**src/rtl/bsg_link_sched_pkg.sv**
```systemverilog
// bsg_link_sched_pkg: shared FSM state type and default parameters for the upstream link scheduler.
package bsg_link_sched_pkg;
    typedef enum logic [1:0] {IDLE = 2'd0, RUN = 2'd1, DRAIN = 2'd2} state_e;
    localparam int WIDTH_DEF         = 64;
    localparam int NUM_IN_DEF        = 2;
    localparam int CREDIT_MAX_DEF    = 16;
    localparam int LG_CREDIT_DEC_DEF = 3;
endpackage

```
**src/rtl/bsg_link_rr_arb.sv**
```systemverilog
// bsg_link_rr_arb: round-robin arbiter; priority starts just after the last granted requester.
module bsg_link_rr_arb #(
    parameter int num_in_p = 2
) (
    input  logic                clk_i,
    input  logic                reset_i,
    input  logic [num_in_p-1:0] reqs_i,
    input  logic                grant_en_i,
    output logic [num_in_p-1:0] grants_o
);
    localparam int lg_lp = (num_in_p > 1) ? $clog2(num_in_p) : 1;

    logic [lg_lp-1:0] ptr_q, ptr_d, idx;
    logic [lg_lp:0]   sum;
    logic             found;

    always_comb begin
        grants_o = '0;
        ptr_d    = ptr_q;
        found    = 1'b0;
        idx      = '0;
        sum      = '0;
        for (int k = 0; k < num_in_p; k++) begin
            sum = {1'b0, ptr_q} + (lg_lp+1)'(k);
            idx = (sum >= (lg_lp+1)'(num_in_p)) ? lg_lp'(sum - (lg_lp+1)'(num_in_p)) : lg_lp'(sum);
            if (!found && reqs_i[idx]) begin
                found         = 1'b1;
                grants_o[idx] = grant_en_i;
                ptr_d         = (idx == lg_lp'(num_in_p-1)) ? '0 : idx + 1'b1;
            end
        end
        if (!grant_en_i) ptr_d = ptr_q;
    end

    always_ff @(posedge clk_i or posedge reset_i)
        if (reset_i) ptr_q <= '0;
        else         ptr_q <= ptr_d;
endmodule

```
**src/rtl/bsg_link_upstream_sched.sv**
```systemverilog
// bsg_link_upstream_sched: credit-based round-robin scheduler feeding a one-flit output register.
module bsg_link_upstream_sched
    import bsg_link_sched_pkg::*;
#(
    parameter int width_p                = WIDTH_DEF,
    parameter int num_in_p               = NUM_IN_DEF,
    parameter int credit_max_p           = CREDIT_MAX_DEF,
    parameter int lg_credit_decimation_p = LG_CREDIT_DEC_DEF
) (
    input  logic                                clk_i,
    input  logic                                reset_i,
    input  logic                                link_enable_i,
    input  logic [num_in_p-1:0]                 valid_i,
    input  logic [num_in_p*width_p-1:0]         data_i,
    output logic [num_in_p-1:0]                 yumi_o,
    output logic                                link_valid_o,
    output logic [width_p-1:0]                  link_data_o,
    input  logic                                link_ready_i,
    input  logic                                token_i,
    output logic [$clog2(credit_max_p+1)-1:0]   credits_o,
    output logic                                idle_o,
    output logic                                overflow_o
);
    localparam int                cw_lp         = $clog2(credit_max_p+1);
    localparam logic [cw_lp-1:0]  credit_max_lp = cw_lp'(credit_max_p);

    state_e              state_q, state_d;
    logic [cw_lp-1:0]    credits_q, credits_d;
    logic                overflow_q, overflow_d, valid_q, valid_d;
    logic [width_p-1:0]  data_q, data_d, grant_data;
    logic [num_in_p-1:0] grants;
    logic [31:0]         sum;
    logic                grant_en, dequeue;

    assign dequeue  = valid_q & link_ready_i;
    // the output slot may be refilled in the same cycle it drains
    assign grant_en = (state_q == RUN) && (credits_q != '0) && (|valid_i) && (!valid_q || dequeue);

    bsg_link_rr_arb #(.num_in_p(num_in_p)) arb (
        .clk_i     (clk_i),
        .reset_i   (reset_i),
        .reqs_i    (valid_i),
        .grant_en_i(grant_en),
        .grants_o  (grants)
    );

    always_comb begin
        grant_data = '0;
        for (int i = 0; i < num_in_p; i++)
            if (grants[i]) grant_data = grant_data | data_i[i*width_p +: width_p];
    end

    always_comb begin
        sum        = 32'(credits_q) + (token_i ? (32'd1 << lg_credit_decimation_p) : 32'd0) - (grant_en ? 32'd1 : 32'd0);
        credits_d  = (sum > 32'(credit_max_p)) ? credit_max_lp : cw_lp'(sum);
        overflow_d = overflow_q | (sum > 32'(credit_max_p));
        valid_d    = grant_en ? 1'b1 : (dequeue ? 1'b0 : valid_q);
        data_d     = grant_en ? grant_data : data_q;
    end

    always_comb begin
        state_d = state_q;
        case (state_q)
            IDLE:    if (link_enable_i) state_d = RUN;
            RUN:     if (!link_enable_i) state_d = DRAIN;
            DRAIN:   if (link_enable_i) state_d = RUN;
                     else if (!valid_q && credits_q == credit_max_lp) state_d = IDLE;
            default: state_d = IDLE;
        endcase
    end

    always_ff @(posedge clk_i or posedge reset_i)
        if (reset_i) begin
            state_q    <= IDLE;
            credits_q  <= credit_max_lp;
            overflow_q <= 1'b0;
            valid_q    <= 1'b0;
            data_q     <= '0;
        end else begin
            state_q    <= state_d;
            credits_q  <= credits_d;
            overflow_q <= overflow_d;
            valid_q    <= valid_d;
            data_q     <= data_d;
        end

    assign yumi_o       = grants;
    assign link_valid_o = valid_q;
    assign link_data_o  = data_q;
    assign credits_o    = credits_q;
    assign idle_o       = (state_q == IDLE);
    assign overflow_o   = overflow_q;
endmodule

```
**config.mk**
```make
export PLATFORM = sky130hd
export DESIGN_NAME = bsg_link_upstream_sched
export DESIGN_NICKNAME = d
export VERILOG_FILES = /design/src/rtl/bsg_link_sched_pkg.sv /design/src/rtl/bsg_link_rr_arb.sv /design/src/rtl/bsg_link_upstream_sched.sv
export SDC_FILE = /design/constraint.sdc
export NUM_CORES = 1
export LEC_CHECK = 0
export BUFFER_PORTS_ARGS = -buffer_cell sky130_fd_sc_hd__buf_2
export CELL_PAD_IN_SITES_DETAIL_PLACEMENT = 0
export CELL_PAD_IN_SITES_GLOBAL_PLACEMENT = 1
export CORE_MARGIN = 5
export CORE_UTILIZATION = 34
export CTS_CLUSTER_SIZE = 25
export DETAILED_ROUTE_END_ITERATION = 7
export GPL_TIMING_DRIVEN = 0
export PLACE_DENSITY = 0.84
export SLEW_MARGIN = 40
export SYNTH_ARGS = -nofsm -noshare
export SYNTH_HDL_FRONTEND = slang
export SYNTH_SLANG_ARGS = --single-unit
```
**constraint.sdc**
```tcl
create_clock -name clk_i -period 8.95 [get_ports clk_i]
set_clock_uncertainty 0.15 [all_clocks]
set_input_delay 0 -clock clk_i [delete_from_list [all_inputs] [get_ports clk_i]]
set_output_delay 0 -clock clk_i [all_outputs]
set_load 0.02 [all_outputs]
```
# After elaboration in Yosys (flattened, before gate mapping)

Index checks and enable logic that the tools add are counted.

Register bits after elaboration: 74
Input bits: 135
Logic and storage cells: 77
Output and inout bits: 74

Magnitude comparators: 7
Reduce and logical (&&, ||, !) cells: 17
Add/subtract/negate cells: 7
Equality and inequality tests: 6
Mux-type cells: 30
Bitwise gates (word level): 4

Operator list:

| cell                                                                             | count |
|---|---|
| 64-bit 2-to-1 mux                                                                | 2 |
| 64-bit bitwise OR                                                                | 1 |
| 32-bit by 5-bit greater-than comparator with 1-bit output, second input constant | 1 |
| 1-bit 2-to-1 mux                                                                 | 16 |
| 2-bit 2-to-1 mux                                                                 | 6 |
| 1-bit logical AND                                                                | 7 |
| 6-bit by 1-bit subtractor with 7-bit output                                      | 1 |
| 5-bit by 4-bit adder with 6-bit output                                           | 1 |
| 2-bit one-hot mux with 3 select lines                                            | 1 |
| 5-bit equality test, second input constant                                       | 1 |
| 5-bit 2-to-1 mux                                                                 | 1 |
| 5-bit nonzero test                                                               | 1 |
| 1-bit by 2-bit < comparator with 1-bit output, second input constant             | 2 |
| 4-bit 2-to-1 mux                                                                 | 1 |
| 2-bit inequality test, second input constant                                     | 2 |
| 2-bit nonzero test                                                               | 2 |
| 3-bit inequality test, second input constant                                     | 1 |
| 3-bit AND reduction                                                              | 1 |
| 1-bit adder, second input constant                                               | 2 |
| 1-bit by 1-bit adder with 2-bit output, second input constant                    | 1 |
| 2-bit bitwise AND                                                                | 1 |
| 2-bit bitwise mux                                                                | 1 |
| 1-bit demux with 1-bit select                                                    | 2 |
| 2-bit by 1-bit equality test with 1-bit output, second input constant            | 1 |
| 12 further kinds                                                                 | 15 |

# Logic depth before layout (Yosys ltp)

Gate-level depths: netlist of the first run.

Word-level depth: 13
Gate-level depth with buffers: 14

# By module

A second synthesis of the first run with hierarchy kept.

Cells, all modules: 356
Area, all modules: 3455.8 um2

Modules (own cells, without submodules):

| module                  | times used | cells an instance | seq. area each (um2) | area an instance (um2) |
|---|---|---|---|---|
| bsg_link_upstream_sched | 1          | 347               | 1828.0               | 3390.8 |
| bsg_link_rr_arb         | 1          | 9                 | 25.0                 | 65.1 |

# Worst setup path before layout of the first run

No wires, ideal clock.

Kind: register to register
Start: register credits_q[2], in the netlist credits_o[2]
End: register credits_q[4], in the netlist credits_o[4]
Path buffers: 2
Arrival time: 3143 ps
Setup time: 84 ps
Path slack: 5573 ps
Clock period less this slack: 3377 ps
Required time: 8716 ps
Stages on the path, launching flop included: 15
Path through: dfrtp_1 or4_4 o2111ai_4 buf_12 buf_12 inv_1 ha_1 inv_1 ha_1 inv_1 fa_1 nand2b_1 a21oi_1 xnor2_1 or2_2

Word-level cells in the longest chain between the ends: 8
Elaborated cells between the ends (all ways): 9
Classes of those cells: add/sub (2); order compare (1); mux (2); reduce/logical (4)

RTL lines:

| item                                                      | RTL line                      | source |
|---|---|---|
| from (decl)                                               | bsg_link_upstream_sched.sv:28 | `logic [cw_lp-1:0] credits_q, credits_d;` |
| from (signal assigned)                                    | bsg_link_upstream_sched.sv:75 | `credits_q <= credit_max_lp;` |
| from (signal assigned)                                    | bsg_link_upstream_sched.sv:81 | `credits_q <= credits_d;` |
| 5-bit nonzero test (*)                                    | bsg_link_upstream_sched.sv:37 | `assign grant_en = (state_q == RUN) && (credits_q != '0) && (\|valid_i) && (!valid_q \|\| dequeue);` |
| 1-bit logical AND (*) (3 in a row)                        | bsg_link_upstream_sched.sv:37 |  |
| named net arb.grant_en_i                                  | bsg_link_rr_arb.sv:8          | `input logic grant_en_i,` |
| 1-bit 2-to-1 mux (*)                                      | bsg_link_upstream_sched.sv:54 | `sum = 32'(credits_q) + (token_i ? (32'd1 << lg_credit_decimation_p) : 32'd0) - (grant_en ? 32'd1 : 32'd0);` |
| 6-bit by 1-bit subtractor with 7-bit output (*)           | bsg_link_upstream_sched.sv:54 |  |
| 32-bit by 5-bit greater-than comparator with 1-bit output | bsg_link_upstream_sched.sv:55 | `credits_d = (sum > 32'(credit_max_p)) ? credit_max_lp : cw_lp'(sum);` |
| 5-bit 2-to-1 mux (*)                                      | bsg_link_upstream_sched.sv:55 |  |
| named net credits_d[4]                                    | bsg_link_upstream_sched.sv:28 |  |

The timed path passes the listed nets; every way through them passes the cells marked *.
A chain may end at the register's enable or synchronous reset.

# Final worst setup path of the first run

Same ends and word-level chain as after synthesis.

==> results of run 1 <==
flip-flops by register name (all words and copies together) (netlist names):
register / count
link_data_o: 64
credits_o: 5
state_q: 2
arb.ptr_q: 1
link_valid_o: 1
overflow_o: 1
final cells by class:
| class | count | area, um^2 |
|---|---|---|
| clock buffers | 14 | 162.7 |
| fillers | 881 | 3929 |
| inverters | 12 | 50.05 |
| multi-input cells | 240 | 1426 |
| well taps | 136 | 170.2 |
| repair buffers | 343 | 2402 |
| clock inverters | 2 | 35.03 |
| flip-flops and latches | 74 | 1853 |
| plain buffers | 28 | 249.0 |
cell usage after synthesis (4+ instances only):
| cell | count |
|---|---|
| a22oi_1 | 64 |
| buf_12 | 8 |
| clkbuf_1 | 13 |
| clkbuf_2 | 5 |
| dfrtp_1 | 73 |
| ha_1 | 7 |
| inv_1 | 12 |
| nand2_1 | 66 |
| nand2b_1 | 4 |
| nor2b_1 | 5 |
| o21ai_0 | 61 |
| o21ai_1 | 5 |
layer usage:
layer	wire (um)	vias up	GRT usage, %	part of all wire [%]
li1	-	1973	-	-
met5	0	-	0	0
met4	248	0	6.490	1.9
met3	848	20	5.121	6.5
met1	5043	1943	22.93	39
met2	6853	140	37.62	53
kinds of logic (layout without fill, tap and decap cells):
family / count (synthesis) / count (layout) / share of synthesized area (%)
AOI/OAI and AO/OA: 140 / 140 / 25.14
xor gates and xnor gates: 3 / 3 / 0.7354
adders and majority gates: 8 / 8 / 3.011
buffers and inverters: 40 / 399 / 8.228
DFF: 74 / 74 / 51.86
muxes: 1 / 1 / 0.3151
and+or+nand+nor: 88 / 88 / 10.71
worst register-to-register path, cell delays in order, from the launching register on:
cell,delay (ns)
dfrtp_1,0.44
or4_4,0.58
o2111ai_4,0.35
buf_12,0.23
buf_12,0.14
inv_1,0.04
ha_1,0.16
inv_1,0.05
ha_1,0.15
inv_1,0.05
fa_1,0.39
nand2b_1,0.16
a21oi_1,0.15
xnor2_1,0.16
or2_2,0.31
report_power, final:
group / total [W] / internal [W] / leakage, nW / switching, W
Sequential: 0.000579 / 0.000492 / 0.944 / 0.0000869
Combinational: 0.000918 / 0.000386 / 2.08 / 0.000532
Clock: 0.000262 / 0.000144 / 0.101 / 0.000118
Total: 0.00176 / 0.00102 / 3.13 / 0.000737
path summary, 6_finish.rpt:
kind	cells past startpoint	endpoint	slack, ns	start
max	14	credits_o[4]$_DFF_PP1_	5.36	credits_o[2]$_DFF_PP0_
min	3	link_data_o[25]$_DFFE_PP0N_	0.06	reset_i
max reg2reg	14	credits_o[4]$_DFF_PP1_	5.36	credits_o[2]$_DFF_PP0_
min reg2reg	2	link_data_o[6]$_DFFE_PP0N_	0.33	link_data_o[6]$_DFFE_PP0N_
max in group asynchronous	4	credits_o[4]$_DFF_PP1_	8.00	reset_i
min in group clk_i	6	overflow_o$_DFF_PP0_	0.21	token_i
stage by stage:
step / utilization [%] / area [um^2] / hold slack, ns
6_report: 61.77 / 6349 / 0.05807
5_1_grt: 61.77 / 6349 / 0.07830
4_1_cts: 61.77 / 6349 / 0.03333
3_5_place_dp: 46.80 / 4810 / -0.1296
3_3_place_gp: 46.55 / 4785 / 0.01765
2_1_floorplan: - / 3573 / -0.08359
==> reports/metrics.yaml, run 1 <==
syn_area_um2: 3573
rows: 37
finalSetupViolations: 0
clk_latency_ns: 0.33
ir_worst_vdd_mv: 0.1327
cts_root_buf: "clkbuf_8"
setup_ws_ns: 5.365
synth-seq-area-share_pct: 51.86
synth_nets: 497
postSynthCellCount: 354
grtUsageTotal_pct: 20.39
fmax_mhz: 278.9
post-place-ws_ns: 5.328
ys.flop_type: "dfrtp_1"
layout_common_cells: "buf_2, dlygate4sd3_1, dfrtp_1"
min_period_over_period_pct: 40.06
die_area_um2: 12660
postSynth.asyncResetShare_pct: 100.0
cts_tree: "built"
yosys.area.top_type: "dfrtp_1"
clkSinkCount: 74
postCtsResizedCells: 0
layout-drive-gt1-share_pct: 34.08
max_cap_violations: 0
boundaryPins: 209
grt_antenna_before_repair: 0
floorplan.initialDensity_pct: 34.77
relSlewSlack_pct: 56.23
outcome: "completed"
num_vias: 4076
min_path_type: "primary input to asynchronous set/reset pin"
yosys-top-cells-area: "dfrtp_1, a22oi_1, o21ai_0"
crit_buf_inv: 5
fin_nets: 851
final_common_cell: "buf_2"
cpMaxStageDelayCell: "or4_4"
crit_top_cell: "inv_1"
rsz0062_at_grt: "false"
tns_ns: 0
crit_path_end_kind: "flip-flop"
synth_edf_count: 0
drv_slew: 0
cts_buffers: 9
viasPerCell: 4.801
power_w: 0.001759
cp_data_required_time_ns: 9.06
critPathLaunchType: "flip-flop"
routedWlPerCell_um: 15.31
worstMarginPinSlew_ns: 0.6566
synth_cell_type_count: 33
cts_max_level: 3
hold_violations: 0
crit_family: "simple AND/OR/NAND/NOR gates"
cp_data_arrival_time_ns: 3.70
crit_type: "flip-flop to flip-flop"
syn_area_per_cell_um2: 10.09
die-width_um: 112.5
grt_overflow: 0
synth_top_area_share_pct: 51.12
portBuffers: 208
instances_no_fill: 849
grt_pass1_wl_um: 21090
cp_cell_sequence: "or4_4 -> o2111ai_4 -> buf_12 -> buf_12 -> inv_1 -> ha_1 -> inv_1 -> ha_1 -> inv_1 -> fa_1 -> nand2b_1 -> a21oi_1 -> xnor2_1 -> or2_2"
period_minus_slack_ns: 3.585
ys_ff_latch: 74
hpwl_um: 8547
dp_cells: 699
clk_pin_slew_worst_paths_ns: 0.08
dr.pass1.iters: 4
post-cts-setup-buffer-count: 0
hold_buffers: 134
p_leak_nw: 3.126
ctsLongestPathBuffers: 2
grt_pass1_vias: 4425
yosys_warnings: 0
grt_max_degree: 39
power_density_nw_per_um2: 277.1
place_congestion: 0.8055
cpPeakStageDelay_ns: 0.58
synthToLayoutAreaGrowth_pct: 77.66
core_area_um2: 10280
dr.first_iter.drc_count: 196
ant_nets: 0
die_height_um: 112.5
route.detailed.drc: 0
cp_max_fo: 10
n_antenna_cell: 0
drt-total-wl_um: 12990
No activity file was read; power rests on OpenSTA's default activity.
==> inputs of run 2 (changes only) <==
--- a/config.mk
+++ b/config.mk
@@ -5,15 +5,16 @@
 export SDC_FILE = /design/constraint.sdc
 export NUM_CORES = 1
 export LEC_CHECK = 0
+export ABC_AREA = 1
 export BUFFER_PORTS_ARGS = -buffer_cell sky130_fd_sc_hd__buf_2
 export CELL_PAD_IN_SITES_DETAIL_PLACEMENT = 0
 export CELL_PAD_IN_SITES_GLOBAL_PLACEMENT = 1
 export CORE_MARGIN = 5
-export CORE_UTILIZATION = 34
+export CORE_UTILIZATION = 28
 export CTS_CLUSTER_SIZE = 25
 export DETAILED_ROUTE_END_ITERATION = 7
 export GPL_TIMING_DRIVEN = 0
-export PLACE_DENSITY = 0.84
+export PLACE_DENSITY = 0.74
 export SLEW_MARGIN = 40
 export SYNTH_ARGS = -nofsm -noshare
 export SYNTH_HDL_FRONTEND = slang
==> constraint.sdc (replaced) <==
create_clock -name clk_i -period 3.19 [get_ports clk_i]
set_clock_uncertainty 0.15 [all_clocks]
set_input_delay 0 -clock clk_i [delete_from_list [all_inputs] [get_ports clk_i]]
set_output_delay 0 -clock clk_i [all_outputs]
set_load 0.02 [all_outputs]
==> run 2 against run 1 <==
Net effect: design area increased by 12%; total power rose to 3.2 times the previous value; clock power grew to 3.9 times the previous value; critical endpoint is now credits_o[2]$_DFF_PP0_; largest cell class unchanged; largest power group unchanged.
==> reports/metrics.yaml, run 2 <==
outcome: "completed"  # unchanged
dp_cells: 964  # was 699
dr.pass1.iters: 4  # unchanged
post-route-util_pct: 48.89  # was 61.77%
cpMaxStageDelayCell: "dfrtp_1"  # was or4_4
worstMarginPinSlew_ns: 0.5672  # was 0.6566 ns
rsz0062_at_grt: "false"  # unchanged
ctsLongestPathBuffers: 2  # unchanged
yosysMostFrequentCell: "inv_1"  # was dfrtp_1
tns_ns: 0  # unchanged
crit_buf_inv: 4  # was 5
final_common_cell: "buf_2"  # unchanged
synth_nets: 714  # was 497
fmax_mhz: 346.5  # was 278.9 MHz
synthToLayoutAreaGrowth_pct: 71.15  # was 77.66%
cts_tree: "built"  # unchanged
finalSetupViolations: 0  # unchanged
min_path_type: "primary input to asynchronous set/reset pin"  # unchanged
grt_pass1_wl_um: 24520  # was 21090 um
die_area_um2: 17430  # was 12660 um^2
portBuffers: 208  # unchanged
cp_data_required_time_ns: 3.30  # was 9.06 ns
dr.first_iter.drc_count: 219  # was 196
crit_top_cell: "inv_1"  # unchanged
n_antenna_cell: 0  # unchanged
ys_ff_latch: 74  # unchanged
synth_edf_count: 0  # unchanged
cts_root_buf: "clkbuf_16"  # was clkbuf_8
hpwl_um: 10500  # was 8547 um
clkSinkCount: 74  # unchanged
boundaryPins: 209  # unchanged
clk_latency_ns: 0.34  # was 0.33 ns
yosys_warnings: 0  # unchanged
yosys-top-cells-count: "inv_1, nor2_1, dfrtp_1, nand3_1, a21oi_1"  # was dfrtp_1, nand2_1, a22oi_1, o21ai_0, clkbuf_1
p_leak_nw: 3.992  # was 3.126 nW
synth_cell_type_count: 26  # was 33
num_vias: 4852  # was 4076
postSynth.asyncResetShare_pct: 100.0  # unchanged
hold_violations: 0  # unchanged
place_area_um2: 5464  # was 4810 um^2
synth-seq-area-share_pct: 44.46  # was 51.86%
relSlewSlack_pct: 62.19  # was 56.23%
die-width_um: 132.0  # was 112.5 um
cp_cell_sequence: "nor2_1 -> nand4_1 -> nand3_4 -> buf_8 -> inv_1 -> ha_1 -> inv_1 -> ha_1 -> inv_1 -> fa_1 -> nand3b_1 -> nand3_1 -> nand2_1 -> nor2_2 -> nand2_2 -> nor2_1"  # was or4_4 -> o2111ai_4 -> buf_12 -> buf_12 -> inv_1 -> ha_1 -> inv_1 -> ha_1 -> inv_1 -> fa_1 -> nand2b_1 -> a21oi_1 -> xnor2_1 -> or2_2
wl_met2_um: 7017  # was 6853 um
grtUsageTotal_pct: 17.03  # was 20.39%
cp_max_fo: 10  # unchanged
post-place-ws_ns: 0.08481  # was 5.328 ns
grt_overflow: 0  # unchanged
layout_common_cells: "buf_2, inv_1, dlygate4sd3_1"  # was buf_2, dlygate4sd3_1, dfrtp_1
crit_path_end_kind: "flip-flop"  # unchanged
fin_area_um2: 7133  # was 6349 um^2
min_period_over_period_pct: 90.46  # was 40.06%
grt_max_degree: 39  # unchanged
ir_worst_vdd_mv: 0.3040  # was 0.1327 mV
route.detailed.drc: 0  # unchanged
syn_area_um2: 4168  # was 3573 um^2
max_cap_violations: 0  # unchanged
yosys-top-cells-area: "dfrtp_1, inv_1, nand3_1"  # was dfrtp_1, a22oi_1, o21ai_0
drt-total-wl_um: 14760  # was 12990 um
drv_slew: 0  # unchanged
clk_pin_slew_worst_paths_ns: 0.06  # was 0.08 ns
fin_nets: 1069  # was 851
die_height_um: 132.0  # was 112.5 um
synth_top_area_share_pct: 43.83  # was 51.12%
floorplan.initialDensity_pct: 28.57  # was 34.77%
cts_max_level: 3  # unchanged
syn_area_per_cell_um2: 7.299  # was 10.09 um^2
grt_antenna_before_repair: 0  # unchanged
grt_pass1_vias: 5021  # was 4425
viasPerCell: 4.352  # was 4.801
layout-drive-gt1-share_pct: 28.03  # was 34.08%
power_density_nw_per_um2: 787.3  # was 277.1 nW/um^2
setup_ws_ns: 0.3042  # was 5.365 ns
yosys.area.top_type: "dfrtp_1"  # unchanged
met3WireLength_um: 891  # was 848 um
core_area_um2: 14590  # was 10280 um^2
postSynthCellCount: 571  # was 354
period_minus_slack_ns: 2.886  # was 3.585 ns
ys.flop_type: "dfrtp_1"  # unchanged
ant_nets: 0  # unchanged
wl_met1_um: 6480  # was 5043 um
largest_register_ffs: 64  # unchanged
cpPeakStageDelay_ns: 0.41  # was 0.58 ns
place_congestion: 0.7790  # was 0.8055
rows: 44  # was 37
routedWlPerCell_um: 13.24  # was 15.31 um
critPathLaunchType: "flip-flop"  # unchanged
cts_buffers: 9  # unchanged
crit_family: "simple AND/OR/NAND/NOR gates"  # unchanged
num-fill-cells: 1466  # was 881
crit_type: "flip-flop to flip-flop"  # unchanged
top_layer_used: "met4"  # unchanged
instances_no_fill: 1115  # was 849
cp_data_arrival_time_ns: 3.00  # was 3.70 ns
run 2: cell count changes in the layout (fill, tap and decap cells not counted), sizes merged, moves of 4 or more:
cell	change
buf	+22
nand3	+71
a22oi	-64
inv	+135
nor2b	-5
clkbuf	-13
a21oi	+63
nand2b	-4
nor2	+74
nand2	-47
run 2: cells by family after synthesis:
logic type	Yosys count	synth area share, %
flops	74	44.46
fa+ha+maj	8	2.582
simple gates	173	18.31
compound gates	133	16.12
buf+inv	182	18.31
xor+xnor	1	0.2102
run 2: what timing repair did:
action	in CTS	in global routing
endpoints found under the setup margin	0	6
endpoints found under the hold margin	141	0
hold buffers	133	0
gates resized for setup	0	8
setup buffers	0	2
run 2: metrics by stage:
step           total power (W)  hold slack, ns
2_1_floorplan         0.003373        -0.01583
3_3_place_gp          0.004303         0.08357
3_5_place_dp          0.004328         -0.1272
4_1_cts               0.005651         0.05389
5_1_grt               0.006081         0.08385
6_report              0.005616         0.04296
run 2: worst paths after layout:
kind                                   startpoint                         end  slack, ns  cells past startpoint
max                        credits_o[3]$_DFF_PP0_      credits_o[2]$_DFF_PP0_       0.30                     16
min                                       reset_i  link_data_o[6]$_DFFE_PP0N_       0.04                      3
max reg2reg                credits_o[3]$_DFF_PP0_      credits_o[2]$_DFF_PP0_       0.30                     16
min reg2reg                  overflow_o$_DFF_PP0_        overflow_o$_DFF_PP0_       0.32                      1
max in group asynchronous                 reset_i      credits_o[4]$_DFF_PP1_       2.25                      4
min in group clk_i                        token_i      credits_o[4]$_DFF_PP1_       0.23                      6
run 2: metal layers:
metal | GRT usage, % | vias to the layer above
met5 | 0 | -
met4 | 6.686 | 0
met3 | 4.084 | 25
met2 | 28.16 | 134
met1 | 21.43 | 2217
li1 | - | 2476
run 2: worst reg2reg max path, stage by stage (launching register included):
cell and delay, ns:
dfrtp_1 0.41, nor2_1 0.15, nand4_1 0.16, nand3_4 0.15
buf_8 0.17, inv_1 0.09, ha_1 0.18, inv_1 0.05
ha_1 0.15, inv_1 0.05, fa_1 0.39, nand3b_1 0.20
nand3_1 0.10, nand2_1 0.06, nor2_2 0.13, nand2_2 0.10
nor2_1 0.11
run 2: layout make-up:
class	instances	area (um^2)	share of cell area [%]
flip-flops and latches	74	1854	26.00
well taps	184	230.2	3.228
inverters	147	556.8	7.806
plain buffers	35	219.0	3.070
clock inverters	2	35.03	0.4911
clock buffers	14	264.0	3.701
multi-input cells	315	1567	21.96
repair buffers	344	2407	33.75
run 2: where the power goes:
group | total, W | internal [W] | switching [W]
combinational | 0.00294 | 0.00115 | 0.00179
sequential | 0.00164 | 0.00140 | 0.000239
clock | 0.00103 | 0.000648 | 0.000385
